### src/rtl/hazard_stall_ctrl.sv
`default_nettype none
// ============================================================================
//  Module      : hazard_stall_ctrl
//  Description : Hazard and stall sequencer for the 5-stage RISC-V pipeline.
//                It gates the PC, IF/ID and ID/EX registers for three cases:
//                  - load-use hazard        -> one-cycle bubble into ID/EX
//                  - taken branch in ID     -> flush IF/ID
//                  - data-cache miss        -> freeze the whole pipeline
//                The block also owns the miss-wait FSM with its timeout and
//                two saturating performance counters.
//  Revision    : 1.0 - initial release
// ----------------------------------------------------------------------------
//  Parameters
//    CNT_W        width of the performance counters
//    MISS_TIMEOUT max cycles spent in MISS_WAIT before abort (>= 1)
//  Ports
//    clk_i, rst_i             clock / synchronous active-high reset
//    IDEX_MemRead_i, IDEX_Rd_i  load in ID/EX and its destination
//    IFID_RS1_i, IFID_RS2_i   source registers of the instruction in ID
//    Branch_Taken_i           branch in ID resolved taken
//    EXMEM_MemAccess_i        EX/MEM instruction accesses data memory
//    DCache_Hit_i             data cache hit for the current access
//    DCache_Ack_i             miss refill complete, data valid this cycle
//    PCWrite_o, IFIDWrite_o   PC and IF/ID write enables
//    IDEX_Bubble_o            zero the ID/EX control fields (NOP)
//    IFID_Flush_o             clear IF/ID to NOP
//    Stall_o                  freeze all pipeline registers and PC
//    Err_o                    sticky miss-timeout flag
//    MissCnt_o, BubbleCnt_o   saturating miss / bubble-cycle counters
// ============================================================================
module hazard_stall_ctrl #(
   parameter int CNT_W        = 16,
   parameter int MISS_TIMEOUT = 255
) (
   input  logic             clk_i,
   input  logic             rst_i,
   input  logic             IDEX_MemRead_i,
   input  logic [4:0]       IDEX_Rd_i,
   input  logic [4:0]       IFID_RS1_i,
   input  logic [4:0]       IFID_RS2_i,
   input  logic             Branch_Taken_i,
   input  logic             EXMEM_MemAccess_i,
   input  logic             DCache_Hit_i,
   input  logic             DCache_Ack_i,
   output logic             PCWrite_o,
   output logic             IFIDWrite_o,
   output logic             IDEX_Bubble_o,
   output logic             IFID_Flush_o,
   output logic             Stall_o,
   output logic             Err_o,
   output logic [CNT_W-1:0] MissCnt_o,
   output logic [CNT_W-1:0] BubbleCnt_o
);

   // Wait counter must be able to hold the value MISS_TIMEOUT itself.
   localparam int c_WCNT_W = (MISS_TIMEOUT < 1) ? 1 : $clog2(MISS_TIMEOUT + 1);
   localparam logic [c_WCNT_W-1:0] c_TIMEOUT  = c_WCNT_W'(MISS_TIMEOUT);
   localparam logic [c_WCNT_W-1:0] c_WCNT_ONE = c_WCNT_W'(1);

   typedef enum logic [0:0] {
      ST_IDLE      = 1'b0,
      ST_MISS_WAIT = 1'b1
   } state_t;

   state_t              r_state;
   state_t              w_stateNext;
   logic [c_WCNT_W-1:0] r_wcnt;
   logic [c_WCNT_W-1:0] w_wcntNext;
   logic                w_errSet;

   logic                w_miss;
   logic                w_waitHold;
   logic                w_loadUse;
   logic                w_missCntSat;
   logic                w_bubbleCntSat;

   // -------------------------------------------------------------------------
   // Hazard detection
   // -------------------------------------------------------------------------
   // A new miss is only recognised from IDLE; while waiting, the hit line
   // belongs to the refill in progress and is ignored.
   assign w_miss = (r_state == ST_IDLE) & EXMEM_MemAccess_i & ~DCache_Hit_i;

   // Keep freezing while the refill is outstanding, but release in the
   // timeout cycle so the pipeline is not held forever by a lost ack.
   assign w_waitHold = (r_state == ST_MISS_WAIT) & ~DCache_Ack_i
                     & (r_wcnt != c_TIMEOUT);

   // x0 is hard-wired zero, so a load targeting it never creates a hazard.
   assign w_loadUse = IDEX_MemRead_i & (IDEX_Rd_i != 5'd0)
                    & ((IDEX_Rd_i == IFID_RS1_i) | (IDEX_Rd_i == IFID_RS2_i));

   assign w_missCntSat   = &MissCnt_o;
   assign w_bubbleCntSat = &BubbleCnt_o;

   // -------------------------------------------------------------------------
   // Pipeline control outputs (combinational, zero latency)
   // Priority: freeze > load-use bubble > branch flush.
   // -------------------------------------------------------------------------
   always_comb begin
      PCWrite_o     = 1'b1;
      IFIDWrite_o   = 1'b1;
      IDEX_Bubble_o = 1'b0;
      IFID_Flush_o  = 1'b0;
      Stall_o       = 1'b0;

      if (rst_i) begin
         // Hold the pipeline in its free-running, inactive state in reset.
         PCWrite_o     = 1'b1;
         IFIDWrite_o   = 1'b1;
      end else if (w_miss | w_waitHold) begin
         // Everything freezes; a pending bubble/flush is simply re-evaluated
         // once the freeze lifts because ID and EX contents are unchanged.
         Stall_o       = 1'b1;
         PCWrite_o     = 1'b0;
         IFIDWrite_o   = 1'b0;
      end else if (w_loadUse) begin
         // Holding IF/ID also holds a dependent branch in ID, so its flush
         // is deferred until the load result can be forwarded.
         PCWrite_o     = 1'b0;
         IFIDWrite_o   = 1'b0;
         IDEX_Bubble_o = 1'b1;
      end else if (Branch_Taken_i) begin
         IFID_Flush_o  = 1'b1;
      end
   end

   // -------------------------------------------------------------------------
   // Miss-wait FSM: next state
   // -------------------------------------------------------------------------
   always_comb begin
      w_stateNext = r_state;
      w_wcntNext  = r_wcnt;
      w_errSet    = 1'b0;

      unique case (r_state)
         ST_IDLE: begin
            // An ack while idle has no refill to complete and is dropped.
            if (w_miss) begin
               w_stateNext = ST_MISS_WAIT;
               w_wcntNext  = c_WCNT_ONE;
            end
         end
         ST_MISS_WAIT: begin
            if (DCache_Ack_i) begin
               // Ack wins over a coincident timeout: the data did arrive.
               w_stateNext = ST_IDLE;
               w_wcntNext  = '0;
            end else if (r_wcnt == c_TIMEOUT) begin
               w_stateNext = ST_IDLE;
               w_wcntNext  = '0;
               w_errSet    = 1'b1;
            end else begin
               w_wcntNext  = r_wcnt + c_WCNT_ONE;
            end
         end
         default: begin
            w_stateNext = ST_IDLE;
            w_wcntNext  = '0;
         end
      endcase
   end

   // -------------------------------------------------------------------------
   // State, wait counter and sticky error
   // -------------------------------------------------------------------------
   always_ff @(posedge clk_i) begin
      if (rst_i) begin
         r_state <= ST_IDLE;
         r_wcnt  <= '0;
         Err_o   <= 1'b0;
      end else begin
         r_state <= w_stateNext;
         r_wcnt  <= w_wcntNext;
         if (w_errSet) begin
            Err_o <= 1'b1;
         end
      end
   end

   // -------------------------------------------------------------------------
   // Performance counters: saturate at all-ones, never wrap
   // -------------------------------------------------------------------------
   always_ff @(posedge clk_i) begin
      if (rst_i) begin
         MissCnt_o <= '0;
      end else if (w_miss && !w_missCntSat) begin
         MissCnt_o <= MissCnt_o + 1'b1;
      end
   end

   always_ff @(posedge clk_i) begin
      if (rst_i) begin
         BubbleCnt_o <= '0;
      end else if (IDEX_Bubble_o && !w_bubbleCntSat) begin
         BubbleCnt_o <= BubbleCnt_o + 1'b1;
      end
   end

endmodule
`default_nettype wire

### config.mk
export PLATFORM = sky130hd
export DESIGN_NAME = hazard_stall_ctrl
export DESIGN_NICKNAME = d
export VERILOG_FILES = /design/src/rtl/hazard_stall_ctrl.sv
export SDC_FILE = /design/constraint.sdc
export NUM_CORES = 1
export LEC_CHECK = 0
export BUFFER_PORTS_ARGS = -buffer_cell sky130_fd_sc_hd__buf_2
export CAP_MARGIN = 40
export CORE_ASPECT_RATIO = 0.9
export CORE_MARGIN = 1.5
export CORE_UTILIZATION = 45
export CTS_CLUSTER_DIAMETER = 80
export DETAILED_ROUTE_END_ITERATION = 8
export GPL_TIMING_DRIVEN = 0
export PLACE_DENSITY = 0.7
export SLEW_MARGIN = 20
export SYNTH_ARGS = -nofsm -noshare
export SYNTH_HDL_FRONTEND = slang
export SYNTH_SLANG_ARGS = --single-unit
### constraint.sdc
create_clock -name clk_i -period 2.91 [get_ports clk_i]
set_input_delay 0 -clock clk_i [delete_from_list [all_inputs] [get_ports clk_i]]
set_output_delay 0 -clock clk_i [all_outputs]
set_load 0.02 [all_outputs]
==> results_dict.tcl, run 1 <==
set metrics [dict create \
    finClkSkew_ns 0.00291 \
    fmax_ghz 0.448 \
    drv_cap 0 \
    cts_tree "built" \
    dieHeight_um 69.8 \
    crit_path_max_fanout 10 \
    powerDensity_nw_per_um2 397 \
    post-route-period-util_pct 76.7 \
    routedWlPerCell_um 12.4 \
    ys_ff_latch 42 \
    nNetsFinal 356 \
    final_cells 397 \
    cts_root_buffer "clkbuf_8" \
    avgSynthCellArea_um2 8.38 \
    regArea_um2 841 \
    multi_input_area_um2 1310 \
    required_ns 3.08 \
    worstPathArrival_ns 2.40 \
    synthArstFlopShare_pct 0 \
    antenna_found_initial 0 \
    synth_cell_types 45 \
    clock_latency_ns 0.29 \
    syn_nets 291 \
    grt_overflow 0 \
    num_rows 24 \
    place.gp.congestion 0.805 \
    syn_area_um2 2230 \
    coreArea_um2 4800 \
    yosysWarnings 0 \
    whs_ns 0.0730 \
    hold_class "in -> reg" \
    first_global_vias 1813 \
    clock_sinks 42 \
    fillCellCount 471 \
    drc 0 \
    dp.cells 389 \
    synth-edff-count 0 \
    ctsResizeCount 0 \
    fin_setup_tns_ns 0 \
    drtAntennaViolNets 0 \
    period_needed_ns 2.23 \
    crit_type "reg -> reg" \
    diodes 0 \
    cts_inserted_buffers 5 \
    hold_viol 0 \
    rsz0062_at_grt "false" \
    dieArea_um2 5390 \
    htree_num_levels 2 \
    syn_to_final_growth_pct 20.8 \
    status "complete, no violations" \
    clockBufferDepth 2 \
    die_w_um 77.2 \
    final_max_slew_viol_count 0 \
    endpoint_kind "register" \
    synth_seq_area_share_pct 37.7 \
    dr.pass1.iters 4 \
    layout_common_cells "buf_2, dfxtp_1, nor2_1" \
    leakagePower_nw 1.10 \
    grt_pass1_wl_um 8360 \
    timing.slew.headroom_pct 65.1 \
    postSynthCellCount 266 \
    worstSetupStartpointType "register" \
    tightestPinTransition_ns 0.523 \
    setup_violations 0 \
    ir_drop_mv 0.262 \
    ctsHoldBuffers 0 \
    fin_util_pct 56.0 \
    drt-initial-drc-count 82 \
    clk_pin_slew_worst_paths_ns 0.08 \
    drive_gt1_share_pct 23.5 \
    synth_ff_type "dfxtp_1" \
    dp_hpwl_um 3610 \
    cts_setup_buffers 0 \
    dr_total_vias 2108 \
    io_pins 60 \
    grt_use_total_pct 19.0 \
    final_common_cell "buf_2" \
    grt_max_degree 13 \
    vias_per_cell 5.31 \
    start_util_pct 46.4 \
    drt-total-wl_um 4910 \
    io_buffers 58 \
]
==> metrics by stage <==
stage          area, um^2  setup WS [ns]  power [mW]
5_1_grt              2690          0.514        1.12
4_1_cts              2690          0.636        1.08
6_report             2690          0.679        1.07
2_1_floorplan        2230          0.927       0.661
3_3_place_gp         2600          0.691       0.696
3_5_place_dp         2600          0.649       0.697
==> routing by layer <==
layer  global-route usage, %  part of all wire [%]
met4                    4.85                  0.94
met1                    27.3                    49
met3                    4.74                   6.9
met5                       0                     0
met2                    28.4                    43
==> cells by family after synthesis <==
family,Yosys count,share of synthesized area (%)
multiplexers,4,1.96
AO/OA/AOI/OAI,44,12.6
buffers and inverters,15,3.37
XOR/XNOR,29,11.4
adder cells (fa/ha/maj),3,1.68
flip-flops,42,37.7
AND/OR/NAND/NOR,129,31.3
==> cells in the mapped netlist, drive strengths merged, types with 4 or more instances <==
library cell | n | area [um^2]
nor2 | 38 | 150
nand2 | 21 | 78.8
xnor2 | 16 | 140
nor3 | 8 | 40.0
o31ai | 5 | 37.5
nor2b | 8 | 50.1
nand3 | 14 | 75.1
dfxtp | 42 | 841
clkbuf | 6 | 22.5
inv | 6 | 22.5
or3 | 6 | 37.5
o21ai | 11 | 55.1
nor4 | 4 | 25.0
xor2 | 13 | 114
nand4 | 13 | 96.3
a21oi | 15 | 75.1
or4 | 8 | 60.1
==> report_power, final <==
group	switching [mW]	total (mW)	leakage [nW]	internal (mW)
clock	0.194	0.386	0.0482	0.191
sequential	0.00574	0.584	0.339	0.579
combinational	0.0555	0.0984	0.709	0.0430
==> layout make-up <==
cell class                 instances  share of cell area [%]
inverter                           6                   0.836
buffer                             9                    1.95
tap                               65                    3.02
multi-input combinational        209                    48.8
clock buffer                       7                    3.21
clock inverter                     1                   0.186
timing repair buffer              58                    10.8
sequential                        42                    31.2
==> critical path, cell delays in order (launching register included) <==
cell and delay (ns):
dfxtp_1 0.34, ha_1 0.21, and2_4 0.17, and3_4 0.17
a221oi_2 0.42, nand3b_4 0.27, buf_6 0.15, buf_6 0.15
mux2i_1 0.18, nor2_1 0.05
==> registers in the layout, indices dropped and copies added, names as in the netlist <==
name	count
Err_o	1
r_state	1
r_wcnt	8
BubbleCnt_o	16
MissCnt_o	16
==> path summary, 6_finish.rpt <==
| path | from | to | slack, ns | depth (start not counted) |
|---|---|---|---|---|
| max | r_wcnt[0] | BubbleCnt_o[1] | 0.68 | 9 |
| min | DCache_Ack_i | r_wcnt[6] | 0.07 | 4 |
| max reg2reg | r_wcnt[0] | BubbleCnt_o[1] | 0.68 | 9 |
| min reg2reg | Err_o | Err_o | 0.48 | 2 |
Note: power is estimated with default switching activity, not from simulation.
==> run 2, diff against run 1 <==
--- a/config.mk
+++ b/config.mk
@@ -5,6 +5,7 @@
 export SDC_FILE = /design/constraint.sdc
 export NUM_CORES = 1
 export LEC_CHECK = 0
+export ABC_AREA = 1
 export BUFFER_PORTS_ARGS = -buffer_cell sky130_fd_sc_hd__buf_2
 export CAP_MARGIN = 40
 export CORE_ASPECT_RATIO = 0.9
@@ -13,7 +14,7 @@
 export CTS_CLUSTER_DIAMETER = 80
 export DETAILED_ROUTE_END_ITERATION = 8
 export GPL_TIMING_DRIVEN = 0
-export PLACE_DENSITY = 0.7
+export PLACE_DENSITY = 0.72
 export SLEW_MARGIN = 20
 export SYNTH_ARGS = -nofsm -noshare
 export SYNTH_HDL_FRONTEND = slang
==> constraint.sdc (replaced) <==
create_clock -name clk_i -period 1.82 [get_ports clk_i]
set_input_delay 0 -clock clk_i [delete_from_list [all_inputs] [get_ports clk_i]]
set_output_delay 0 -clock clk_i [all_outputs]
set_load 0.02 [all_outputs]
==> run 2 against run 1 <==
Compared with the run above:
- die area up 12%
- cell area up 19%
- total power up 71%
- sequential power up 60%
- maximum frequency up 29%
- global-route usage up 0.91 points
==> results_dict.tcl, run 2 <==
set metrics [dict create \
    drive_gt1_share_pct 23.7 \
    syn_nets 427 \
    dr.pass1.iters 4 \
    first_global_vias 2218 \
    start_util_pct 47.2 \
    worstSetupStartpointType "register" \
    yosysWarnings 0 \
    hold_class "in -> reg" \
    synth_most_common_cell "nand2_1" \
    gr-usage-met2_pct 31.7 \
    crit_path_max_fanout 8 \
    synth_ff_type "dfxtp_1" \
    layout_common_cells "nand2_1, nor2_1, buf_2" \
    clock_sinks 42 \
    die_w_um 81.8 \
    finClkSkew_ns 0.00743 \
    fmax_ghz 0.578 \
    dp.cells 528 \
    endpoint_kind "register" \
    place.gp.congestion 0.815 \
    cts_tree "built" \
    io_buffers 59 \
    grt_use_total_pct 19.9 \
    fin_setup_tns_ns 0 \
    io_pins 60 \
    fillCellCount 525 \
    avgSynthCellArea_um2 6.25 \
    final_common_cell "nand2_1" \
    grt_overflow 0 \
    grt_pass1_wl_um 9520 \
    dp_hpwl_um 4320 \
    clk_pin_slew_worst_paths_ns 0.08 \
    syn_to_final_growth_pct 27.1 \
    drt-initial-drc-count 121 \
    whs_ns 0.0245 \
    dieArea_um2 6040 \
    required_ns 1.99 \
    syn_area_um2 2510 \
    dieHeight_um 73.9 \
    diodes 0 \
    final_max_slew_viol_count 0 \
    setup_violations 0 \
    synth_seq_area_share_pct 33.5 \
    grtUsageMet1_pct 26.9 \
    postSynthCellCount 402 \
    post-route-period-util_pct 95.1 \
    timing.slew.headroom_pct 59.6 \
    grt_max_degree 13 \
    synthArstFlopShare_pct 0 \
    drc 0 \
    drt-total-wl_um 5830 \
    crit_type "reg -> reg" \
    synth-edff-count 0 \
    cts_root_buffer "clkbuf_8" \
    synthTopCellsByArea "dfxtp_1, nand2_1, nor2_1" \
    vias_per_cell 4.82 \
    status "complete, no violations" \
    final_cells 544 \
    coreArea_um2 5320 \
    hold_viol 0 \
    drtAntennaViolNets 0 \
    clockBufferDepth 2 \
    netlist.area_leader.share_pct 33.5 \
    worstPathArrival_ns 1.90 \
    synth_cell_types 31 \
    nNetsFinal 501 \
    period_needed_ns 1.73 \
    met3_usage_pct 4.10 \
    p_total_mw 1.82 \
    synth_top_cell_by_area "dfxtp_1" \
    powerDensity_nw_per_um2 571 \
    top_regs "BubbleCnt_o x16, MissCnt_o x16, r_wcnt x8" \
    routedWlPerCell_um 10.7 \
    synth_commonest_cells "nand2_1, nor2_1, inv_1, dfxtp_1, a21oi_1" \
    leakagePower_nw 1.43 \
    ir_drop_mv 0.342 \
    ys_ff_latch 42 \
    tightestPinTransition_ns 0.604 \
    dr_total_vias 2624 \
    drv_cap 0 \
    grt.busiest_layer "met2" \
    antenna_found_initial 0 \
    num_rows 25 \
    htree_num_levels 2 \
    clock_latency_ns 0.29 \
    cts_inserted_buffers 5 \
]
-- run 2: changes by cell type after synthesis, moves of 6 or more --
cell,delta
or4_1,-8
inv_1,+42
or3_1,-6
nand2_1,+107
nor2b_1,-8
nor2_1,+34
xnor2_1,-9
-- run 2: logic make-up after synthesis --
kind of cell	count (synthesis)	synth area share, %
xor gates and xnor gates	15	5.23
DFF	42	33.5
and+or+nand+nor	250	42.0
adders and majority gates	3	1.49
AOI/OAI and AO/OA	34	8.22
buffers and inverters	58	9.61
-- run 2: layout make-up --
cell class | count | area, um^2 | share of cell area (%)
Buffer | 9 | 67.6 | 2.12
Clock buffer | 8 | 110 | 3.45
Inverter | 49 | 184 | 5.76
Multi-Input combinational cell | 302 | 1510 | 47.4
Sequential cell | 42 | 857 | 26.8
Tap cell | 67 | 83.8 | 2.63
Timing Repair Buffer | 67 | 378 | 11.8
-- run 2: through the flow --
step           utilization, %  worst slack [ns]  cell area [um^2]
3_3_place_gp             54.4            0.0142              2890
6_report                 60.0            0.0899              3190
3_5_place_dp             54.4           -0.0349              2890
5_1_grt                  60.0           -0.0452              3190
2_1_floorplan               -             0.102              2510
4_1_cts                  56.8           0.00122              3020
-- run 2: what timing repair did --
item | in CTS | in global routing
pin swaps | 1 | 10
setup endpoints to repair | 4 | 32
buffers inserted | 1 | 5
cloned | 0 | 1
gates resized for setup | 2 | 35
endpoints found under the hold margin | 1 | 0
hold buffers | 1 | 0
-- run 2: where the power goes --
| part | leakage, nW | internal, mW | switching [mW] | total, mW |
|---|---|---|---|---|
| combinational | 1.03 | 0.0732 | 0.117 | 0.191 |
| sequential | 0.343 | 0.924 | 0.00928 | 0.933 |
| clock | 0.0575 | 0.383 | 0.317 | 0.701 |
-- run 2: path summary, 6_finish.rpt --
| check | startpoint | cells after the start | endpoint | slack [ns] |
|---|---|---|---|---|
| worst max-delay path | r_wcnt[1] | 13 | BubbleCnt_o[15] | 0.09 |
| worst min-delay path | DCache_Ack_i | 4 | r_wcnt[1] | 0.02 |
| worst max register to register | r_wcnt[1] | 13 | BubbleCnt_o[15] | 0.09 |
| worst min register to register | Err_o | 1 | Err_o | 0.47 |
-- run 2: worst max-delay path: stages, from the launching register on --
cell and delay [ns]:
dfxtp_2 0.37, ha_4 0.15, inv_2 0.04, nor2_2 0.06, nand2_1 0.08, nand2_2 0.08, nand2_2 0.07, nor2_4 0.16
nand3_4 0.17, buf_8 0.20, nor2_4 0.08, nand2_1 0.05, nand2_1 0.07, nor2_1 0.04
-- run 2: per-layer routing --
metal	routed length (um)	share of wire (%)	vias to the layer above
met2	2660	46	79
met1	2760	47	1127
met4	78	1.3	0
met5	0	0	-
li1	-	-	1411
met3	328	5.6	7
==> run 3, diff against run 2 <==
--- a/config.mk
+++ b/config.mk
@@ -14,7 +14,7 @@
 export CTS_CLUSTER_DIAMETER = 80
 export DETAILED_ROUTE_END_ITERATION = 8
 export GPL_TIMING_DRIVEN = 0
-export PLACE_DENSITY = 0.72
+export PLACE_DENSITY_LB_ADDON = 0.08
 export SLEW_MARGIN = 20
 export SYNTH_ARGS = -nofsm -noshare
 export SYNTH_HDL_FRONTEND = slang
==> run 3 against run 2 <==
Compared with the run above:
- clock power shrank 8.7%
- highest routed layer unchanged
- flip-flop and latch count is the same
- largest power group unchanged
- critical path depth unchanged
- core utilization decreased by 1.0 points
- global-route usage increased by 0.71 points
- maximum frequency up 1.7%
- clock skew rose by 0.00069 ns
- sequential share of layout area rose by 0.35 points
- first-iteration DRC count fell by 12%
- final cell count unchanged
- via count rose by 0.53%
- critical endpoint unchanged
- total power decreased by 3.4%
==> results_dict.tcl, run 3 (synthesis results as in run 2) <==
set metrics [dict create \
    tightestPinTransition_ns 0.614 \
    period_needed_ns 1.70 \
    r2r_cells 13 \
    hold_viol 0 \
    endpoint_kind "register" \
    diodes 0 \
    timing.slew.headroom_pct 58.9 \
    io_buffers 59 \
    drtAntennaViolNets 0 \
    io_pins 60 \
    crit_path_max_fanout 8 \
    required_ns 1.99 \
    grt_max_degree 13 \
    first_global_vias 2321 \
    num_rows 25 \
    drive_gt1_share_pct 22.6 \
    dr.pass1.iters 4 \
    htree_num_levels 2 \
    layout_common_cells "nand2_1, nor2_1, buf_2" \
    worstPathArrival_ns 1.87 \
    hold_class "in -> reg" \
    drv_cap 0 \
    powerDensity_nw_per_um2 562 \
    post-route-period-util_pct 93.4 \
    place.gp.congestion 0.808 \
    drt-total-wl_um 5880 \
    worst_slack_ns 0.119 \
    start_util_pct 47.2 \
    clock_latency_ns 0.30 \
    cts_root_buffer "clkbuf_8" \
    worstSetupStartpointType "register" \
    fmax_ghz 0.588 \
    drc 0 \
    crit_type "reg -> reg" \
    antenna_found_initial 0 \
    top_regs "BubbleCnt_o x16, MissCnt_o x16, r_wcnt x8" \
    ir_drop_mv 0.475 \
    dr_total_vias 2638 \
    grt_pass1_wl_um 9810 \
    clockBufferDepth 2 \
    whs_ns 0.0345 \
    pre_cts_ws_ns -0.0488 \
    clk_pin_slew_worst_paths_ns 0.08 \
    leakagePower_nw 1.42 \
    status "complete, no violations" \
    clock_sinks 42 \
    dieHeight_um 73.9 \
    coreArea_um2 5320 \
    syn_to_final_growth_pct 24.9 \
    cts_inserted_buffers 5 \
    final_max_slew_viol_count 0 \
    routedWlPerCell_um 10.8 \
    setup_violations 0 \
    grt_overflow 0 \
    finClkSkew_ns 0.00812 \
    fillCellCount 526 \
    nNetsFinal 501 \
    final_common_cell "nand2_1" \
    grt_use_total_pct 20.6 \
    drt-initial-drc-count 106 \
    die_w_um 81.8 \
    dieArea_um2 6040 \
    dp_hpwl_um 4390 \
    cts_tree "built" \
    whs_path_depth 4 \
    vias_per_cell 4.85 \
    rrSetupSlack_ns 0.12 \
]
## run 3: through the flow
step	util [%]	TNS, ns	instances	total power, mW	instance area, um^2
6_report	59.0	0	544	1.76	3140
5_1_grt	59.0	-0.00732	544	1.85	3140
4_1_cts	56.5	0	538	1.77	3000
3_5_place_dp	54.4	-0.0985	528	1.13	2890
3_3_place_gp	54.4	-0.0255	528	1.13	2890
2_1_floorplan	-	0	402	1.07	2510
## run 3: path summary, 6_finish.rpt
kind                              startpoint               to
worst max-delay path               r_wcnt[0]  BubbleCnt_o[15]
worst min-delay path            DCache_Ack_i        r_wcnt[1]
worst max register to register     r_wcnt[0]  BubbleCnt_o[15]
worst min register to register         Err_o            Err_o
## run 3: area by class of cell
class	count	area, um^2	area share, %
Buffer	9	63.8	2.03
Clock buffer	7	86.3	2.75
Clock inverter	1	5.00	0.159
Inverter	49	184	5.86
Multi-Input combinational cell	302	1480	47.2
Sequential cell	42	853	27.2
Tap cell	67	83.8	2.67
Timing Repair Buffer	67	382	12.2
## run 3: report_power, final
group	total [mW]	internal, mW	switching, mW
registers	0.932	0.924	0.00766
clock network	0.640	0.307	0.334
logic	0.190	0.0729	0.117
## run 3: what timing repair did
action | in CTS | in global routing
setup buffers | 1 | 5
endpoints found under the hold margin | 1 | 0
gates cloned | 0 | 1
gates resized for setup | 3 | 26
setup endpoints to repair | 7 | 31
hold buffers | 1 | 0
pin swaps | 1 | 7
## run 3: per-layer routing
metal | wire length (um) | vias up | global-route usage (%) | part of all wire, %
li1 | - | 1412 | - | -
met5 | 0 | - | 0 | 0
met3 | 315 | 5 | 3.73 | 5.4
met1 | 2890 | 1158 | 28.2 | 49
met2 | 2620 | 63 | 33.2 | 45
met4 | 62 | 0 | 5.65 | 1.1
## run 3: critical path: stages, from the launching register on
cell and delay [ns]:
dfxtp_4 0.37, ha_4 0.14, inv_2 0.04, nor2_2 0.07, nand2_1 0.08, nand2_2 0.08, nand2_2 0.07, nor2_4 0.16
nand3_4 0.16, buf_8 0.18, nor2_1 0.08, nand2_1 0.05, nand2_1 0.06, nor2_1 0.04
